===== config.mk =====
export PLATFORM = sky130hd
export DESIGN_NAME = netfpga_rst_seq
export DESIGN_NICKNAME = d
export VERILOG_FILES = /design/src/rtl/netfpga_pkg.sv /design/src/rtl/netfpga_sync2.sv /design/src/rtl/netfpga_rst_seq.sv
export SDC_FILE = /design/constraint.sdc
export NUM_CORES = 1
export LEC_CHECK = 0
export BUFFER_PORTS_ARGS = -buffer_cell sky130_fd_sc_hd__buf_2
export CAP_MARGIN = 20
export CORE_MARGIN = 2
export CORE_UTILIZATION = 57
export DETAILED_ROUTE_END_ITERATION = 10
export HOLD_SLACK_MARGIN = 0.02
export PLACE_DENSITY = 0.78
export SLEW_MARGIN = 0
export SYNTH_ARGS = -nofsm -noshare
export SYNTH_HDL_FRONTEND = slang
export SYNTH_SLANG_ARGS = --single-unit

===== constraint.sdc =====
create_clock -name CLK200 -period 2.39 [get_ports CLK200]
set_input_delay 0.1195 -clock CLK200 [delete_from_list [all_inputs] [get_ports CLK200]]
set_output_delay 0.1195 -clock CLK200 [all_outputs]
set_load 0.03 [all_outputs]

===== src/rtl/netfpga_pkg.sv =====
// Shared types for the NetFPGA clocking/reset sequencer: state encoding,
// counter widths and a saturating event-counter helper.
package netfpga_pkg;

  localparam int CNT_W = 16;
  localparam int EVT_W = 8;

  typedef logic [CNT_W-1:0] cnt_t;
  typedef logic [EVT_W-1:0] evt_t;

  typedef enum logic [1:0] {
    PLL_RST   = 2'd0,
    WAIT_LOCK = 2'd1,
    STABLE    = 2'd2,
    RUN       = 2'd3
  } state_t;

  typedef struct packed {
    logic dcm_rst;
    logic sys_rst;
    logic ready;
  } seq_out_t;

  function automatic evt_t sat_inc(input evt_t v, input logic en);
    return (en && (v != {EVT_W{1'b1}})) ? v + evt_t'(1) : v;
  endfunction

endpackage


===== src/rtl/netfpga_sync2.sv =====
// Two-flop level synchronizer with async active-low reset; reset value 0.
module netfpga_sync2 #(
  parameter int W = 1
) (
  input  logic         clk,
  input  logic         rst_n,
  input  logic [W-1:0] d,
  output logic [W-1:0] q
);

  logic [W-1:0] meta;

  always_ff @(posedge clk or negedge rst_n) begin
    if (!rst_n) begin
      meta <= '0;
      q    <= '0;
    end else begin
      meta <= d;
      q    <= meta;
    end
  end

endmodule


===== src/rtl/netfpga_rst_seq.sv =====
// MMCM reset/lock sequencer: pulses DCM_RST, waits for a stable synchronized
// lock, then releases SYS_RST; retries on timeout and restarts on lock loss.
module netfpga_rst_seq
  import netfpga_pkg::*;
#(
  parameter int RST_CYCLES    = 255,
  parameter int LOCK_TIMEOUT  = 20000,
  parameter int STABLE_CYCLES = 1024
) (
  input  logic             CLK200,
  input  logic             RST_N,
  input  logic             DCM_LOCKED,
  input  logic             REINIT,
  output logic             DCM_RST,
  output logic             SYS_RST,
  output logic             READY,
  output logic [EVT_W-1:0] RETRY_CNT,
  output logic [EVT_W-1:0] LOSS_CNT
);

  // Limits are "last cycle in state" values so each state lasts exactly N cycles.
  localparam cnt_t RST_LIM = cnt_t'(RST_CYCLES - 1);
  localparam cnt_t TO_LIM  = cnt_t'(LOCK_TIMEOUT - 1);
  localparam cnt_t STB_LIM = cnt_t'(STABLE_CYCLES - 1);
  localparam cnt_t CNT_MAX = {CNT_W{1'b1}};

  logic     lock_s;
  state_t   state, nxt;
  cnt_t     cnt;
  logic     clr, inc_retry, inc_loss;
  seq_out_t out_d;

  netfpga_sync2 #(.W(1)) u_lock_sync (
    .clk   (CLK200),
    .rst_n (RST_N),
    .d     (DCM_LOCKED),
    .q     (lock_s)
  );

  // State, shared cycle counter and event counts
  always_ff @(posedge CLK200 or negedge RST_N) begin
    if (!RST_N) begin
      state     <= PLL_RST;
      cnt       <= '0;
      RETRY_CNT <= '0;
      LOSS_CNT  <= '0;
    end else begin
      state     <= nxt;
      cnt       <= clr ? '0 : ((cnt == CNT_MAX) ? cnt : cnt + cnt_t'(1));
      RETRY_CNT <= sat_inc(RETRY_CNT, inc_retry);
      LOSS_CNT  <= sat_inc(LOSS_CNT, inc_loss);
    end
  end

  // Next state; REINIT overrides every other event and never counts
  always_comb begin
    nxt       = state;
    clr       = 1'b0;
    inc_retry = 1'b0;
    inc_loss  = 1'b0;
    if (REINIT) begin
      nxt = PLL_RST;
      clr = 1'b1;
    end else begin
      case (state)
        PLL_RST: begin
          if (cnt >= RST_LIM) begin
            nxt = WAIT_LOCK;
            clr = 1'b1;
          end
        end
        WAIT_LOCK: begin
          if (lock_s) begin
            nxt = STABLE;
            clr = 1'b1;
          end else if (cnt >= TO_LIM) begin
            nxt       = PLL_RST;
            clr       = 1'b1;
            inc_retry = 1'b1;
          end
        end
        STABLE: begin
          if (!lock_s) begin
            nxt = WAIT_LOCK;
            clr = 1'b1;
          end else if (cnt >= STB_LIM) begin
            nxt = RUN;
            clr = 1'b1;
          end
        end
        RUN: begin
          if (!lock_s) begin
            nxt      = PLL_RST;
            clr      = 1'b1;
            inc_loss = 1'b1;
          end
        end
        default: begin
          nxt = PLL_RST;
          clr = 1'b1;
        end
      endcase
    end
  end

  // Outputs decoded from the next state so the registers track the state flop
  always_comb begin
    out_d.dcm_rst = (nxt == PLL_RST);
    out_d.sys_rst = (nxt != RUN);
    out_d.ready   = (nxt == RUN);
  end

  always_ff @(posedge CLK200 or negedge RST_N) begin
    if (!RST_N) begin
      DCM_RST <= 1'b1;
      SYS_RST <= 1'b1;
      READY   <= 1'b0;
    end else begin
      DCM_RST <= out_d.dcm_rst;
      SYS_RST <= out_d.sys_rst;
      READY   <= out_d.ready;
    end
  end

endmodule


==> results.py <==
metrics = {
    "clock_tree": {
        "clkLatencyLatePin_ps": 360,
        "clock_path_buffers": 2,
        "clkTransAtPathRegs_ps": 120,
        "clkSinkCount": 39,
        "htree_levels": 2,
        "cts_root_buf": "clkbuf_4",
        "post_cts_buffers": 0,
        "cts_tree": "built",
        "cts_buffers": 5,
    },
    "sta": {
        "fmax_ghz": 0.480,
        "fin_crit_sh": 0.872,
        "setup_viol": 0,
        "tns_ps": 0,
        "fin_worst_skew_ps": 8.68,
        "worstMarginPinSlew_ps": 839,
        "finalCriticalPeriod_ps": 2080,
        "finalHoldViolations": 0,
        "slew_viol_final": 0,
        "slew_headroom": 0.441,
        "hold_slack_ps": 381,
        "rsz0062_at_grt": "no",
    },
    "grt": {
        "grt_pass1_wl_um": 6620,
        "antenna_found_initial": 0,
        "grt_start_max_net_pins": 40,
        "globalRouteOverflowTotal": 0,
        "grtUsageTotal": 0.213,
        "grt_pass1_vias": 1513,
    },
    "layout": {
        "final_cell_mix": "dfrtp_1, buf_2, nor2_1, xnor2_1",
        "drive_gt1_frac": 0.209,
        "area_delta_synth_final_pct": 11.8,
        "nNetsFinal": 227,
        "final_common_cell": "dfrtp_1",
        "fillers": 273,
        "antenna_cells": 0,
        "multi_input_area_um2": 980,
        "regArea_um2": 978,
    },
    "routing": {
        "met1Wirelength_um": 1710,
        "ant_nets": 0,
        "wl_met3_um": 194,
        "via_per_inst": 5.79,
        "first_pass_iters": 4,
        "drt_iter0_markers": 114,
        "dr_wl_met2_um": 1940,
        "vias": 1540,
        "routedWlPerCell_um": 14.8,
        "wl_um": 3930,
        "drcViolationCount": 0,
        "dr.max_layer_used": "met4",
    },
    "die": {
        "dieWidth_um": 63.2,
        "fp.coreArea_um2": 3360,
        "die_h_um": 63.2,
        "start_util": 0.595,
        "ioPinCount": 23,
        "die_area_um2": 4000,
        "rows": 21,
    },
    "synth": {
        "synth_edf_count": 0,
        "syn_area_per_cell_um2": 10.5,
        "synthArstFlopShare": 1.00,
        "syn_nets": 198,
        "syn_area_um2": 2000,
        "ys_ff_latch": 39,
        "yosysTopAreaCellShare": 0.463,
        "synth_ff_type": "dfrtp_1",
        "yosys_warnings": 0,
        "synth.largest_area_cell": "dfrtp_1",
        "yosysSeqAreaShare": 0.489,
        "yosysUniqueCellTypes": 44,
        "netlist_instances": 190,
        "synth.area.top_cells": "dfrtp_1, xnor2_1, xor2_1, nand4_1, nor2_1",
    },
    "power_and_ir_drop": {
        "p_clk_frac": 0.311,
        "power_density_nw_per_um2": 477,
        "combPwrFrac": 0.052,
        "p_leak_nw": 1.01,
        "switchingPower_mw": 0.263,
        "irDropWorstVdd_v": 0.000269,
        "p_seq_frac": 0.637,
        "swShare": 0.247,
        "intPower_mw": 0.802,
    },
    "flow_run": {
        "drv_cap": 0,
    },
    "placed_design": {
        "dp_hpwl_um": 2740,
        "place_congestion": 0.877,
        "place.port_buffers": 22,
    },
    "setup_path": {
        "crit_type": "reg2reg",
        "cp-start-kind": "flip-flop",
        "critPathCaptureType": "flip-flop",
        "worst_ep_required_time_ps": 2640,
        "crit_arrival_ps": 2330,
        "crit_fanout": 16,
    },
    "run_status": {
        "status": "completed",
    },
    "hold_path": {
        "hold_class": "reg2reg",
    },
}
==> flip-flops by register name (all words and copies together), names as in the netlist <==
register          cells
LOSS_CNT              8
READY                 1
SYS_RST               1
state                 2
DCM_RST               1
RETRY_CNT             8
u_lock_sync.meta      1
cnt                  16
u_lock_sync.q         1
==> cell type report <==
cell class / count / area share
Multi-Input combinational cell: 142 / 0.438
Clock inverter: 2 / 0.00560
Clock buffer: 6 / 0.0185
Tap cell: 46 / 0.0257
Sequential cell: 39 / 0.438
Inverter: 5 / 0.00839
Timing Repair Buffer: 26 / 0.0660
==> Yosys cell counts, drive strengths merged (4+ instances only) <==
master and instances:
ha 4, xnor2 15, nor3 11, nor4 4, nand4 12, nor2 19
dfrtp 37, a211oi 4, xor2 9, a21oi 7, nand2 12, nand3 12
and3 6, inv 5
==> path summary, 6_finish.rpt <==
path | start | endpoint | slack [ps] | cells after the start
worst min-delay path | u_lock_sync.meta$_DFF_PN0_ | u_lock_sync.q$_DFF_PN0_ | 380 | 0
worst max-delay path | cnt[1]$_DFFE_PN0P_ | cnt[4]$_DFFE_PN0P_ | 310 | 7
worst max register to register | cnt[1]$_DFFE_PN0P_ | cnt[4]$_DFFE_PN0P_ | 310 | 7
min in group asynchronous | RST_N | RETRY_CNT[4]$_DFFE_PN0P_ | 390 | 2
max in group asynchronous | RST_N | cnt[3]$_DFFE_PN0P_ | 1460 | 2
worst min register to register | u_lock_sync.meta$_DFF_PN0_ | u_lock_sync.q$_DFF_PN0_ | 380 | 0
==> cells by family (layout without fill, tap and decap cells) <==
| logic type | Yosys count | in the layout | synth area share |
|---|---|---|---|
| AOI/OAI and AO/OA | 22 | 22 | 0.0944 |
| xor gates and xnor gates | 24 | 24 | 0.105 |
| adders and majority gates | 4 | 4 | 0.0250 |
| buffers and inverters | 9 | 39 | 0.0213 |
| DFF | 39 | 39 | 0.489 |
| muxes | 3 | 3 | 0.0163 |
| and+or+nand+nor | 89 | 89 | 0.249 |
==> metal layers <==
metal / GRT usage / vias to the layer above
met5: 0 / -
met4: 0.0870 / 0
met3: 0.0643 / 9
met2: 0.370 / 38
met1: 0.245 / 750
li1: - / 743
==> critical path, stage by stage (launching register included) <==
cell	delay (ps)
dfrtp_1	420
ha_1	250
nand4_1	280
nor3_4	320
o32ai_2	160
a211oi_4	230
buf_4	240
nor3_1	90
==> per-stage QoR <==
| step | util | area (um2) | power, mW | worst slack [ps] | cells |
|---|---|---|---|---|---|
| after floorplan | - | 2000 | 0.718 | 515 | 190 |
| after global placement | 0.640 | 2150 | 0.740 | 427 | 255 |
| after detailed placement | 0.640 | 2150 | 0.745 | 317 | 255 |
| after CTS | 0.665 | 2240 | 1.08 | 307 | 266 |
| after global routing | 0.665 | 2240 | 1.12 | 89.5 | 266 |
| final | 0.665 | 2240 | 1.07 | 305 | 266 |
==> repair_timing <==
action                                 CTS  global route
hold buffers                             3             0
gates resized for setup                  0             0
endpoints found under the hold margin   39             0
==> power groups by stage <==
stage	logic (mW)	registers (mW)	clock network, mW
2_1_floorplan	0.0230	0.695	0
3_3_place_gp	0.0497	0.690	0
3_5_place_dp	0.0528	0.692	0
4_1_cts	0.0566	0.679	0.340
5_1_grt	0.0618	0.681	0.375
6_report	0.0554	0.679	0.331
Power figures use the tool's default switching activity.
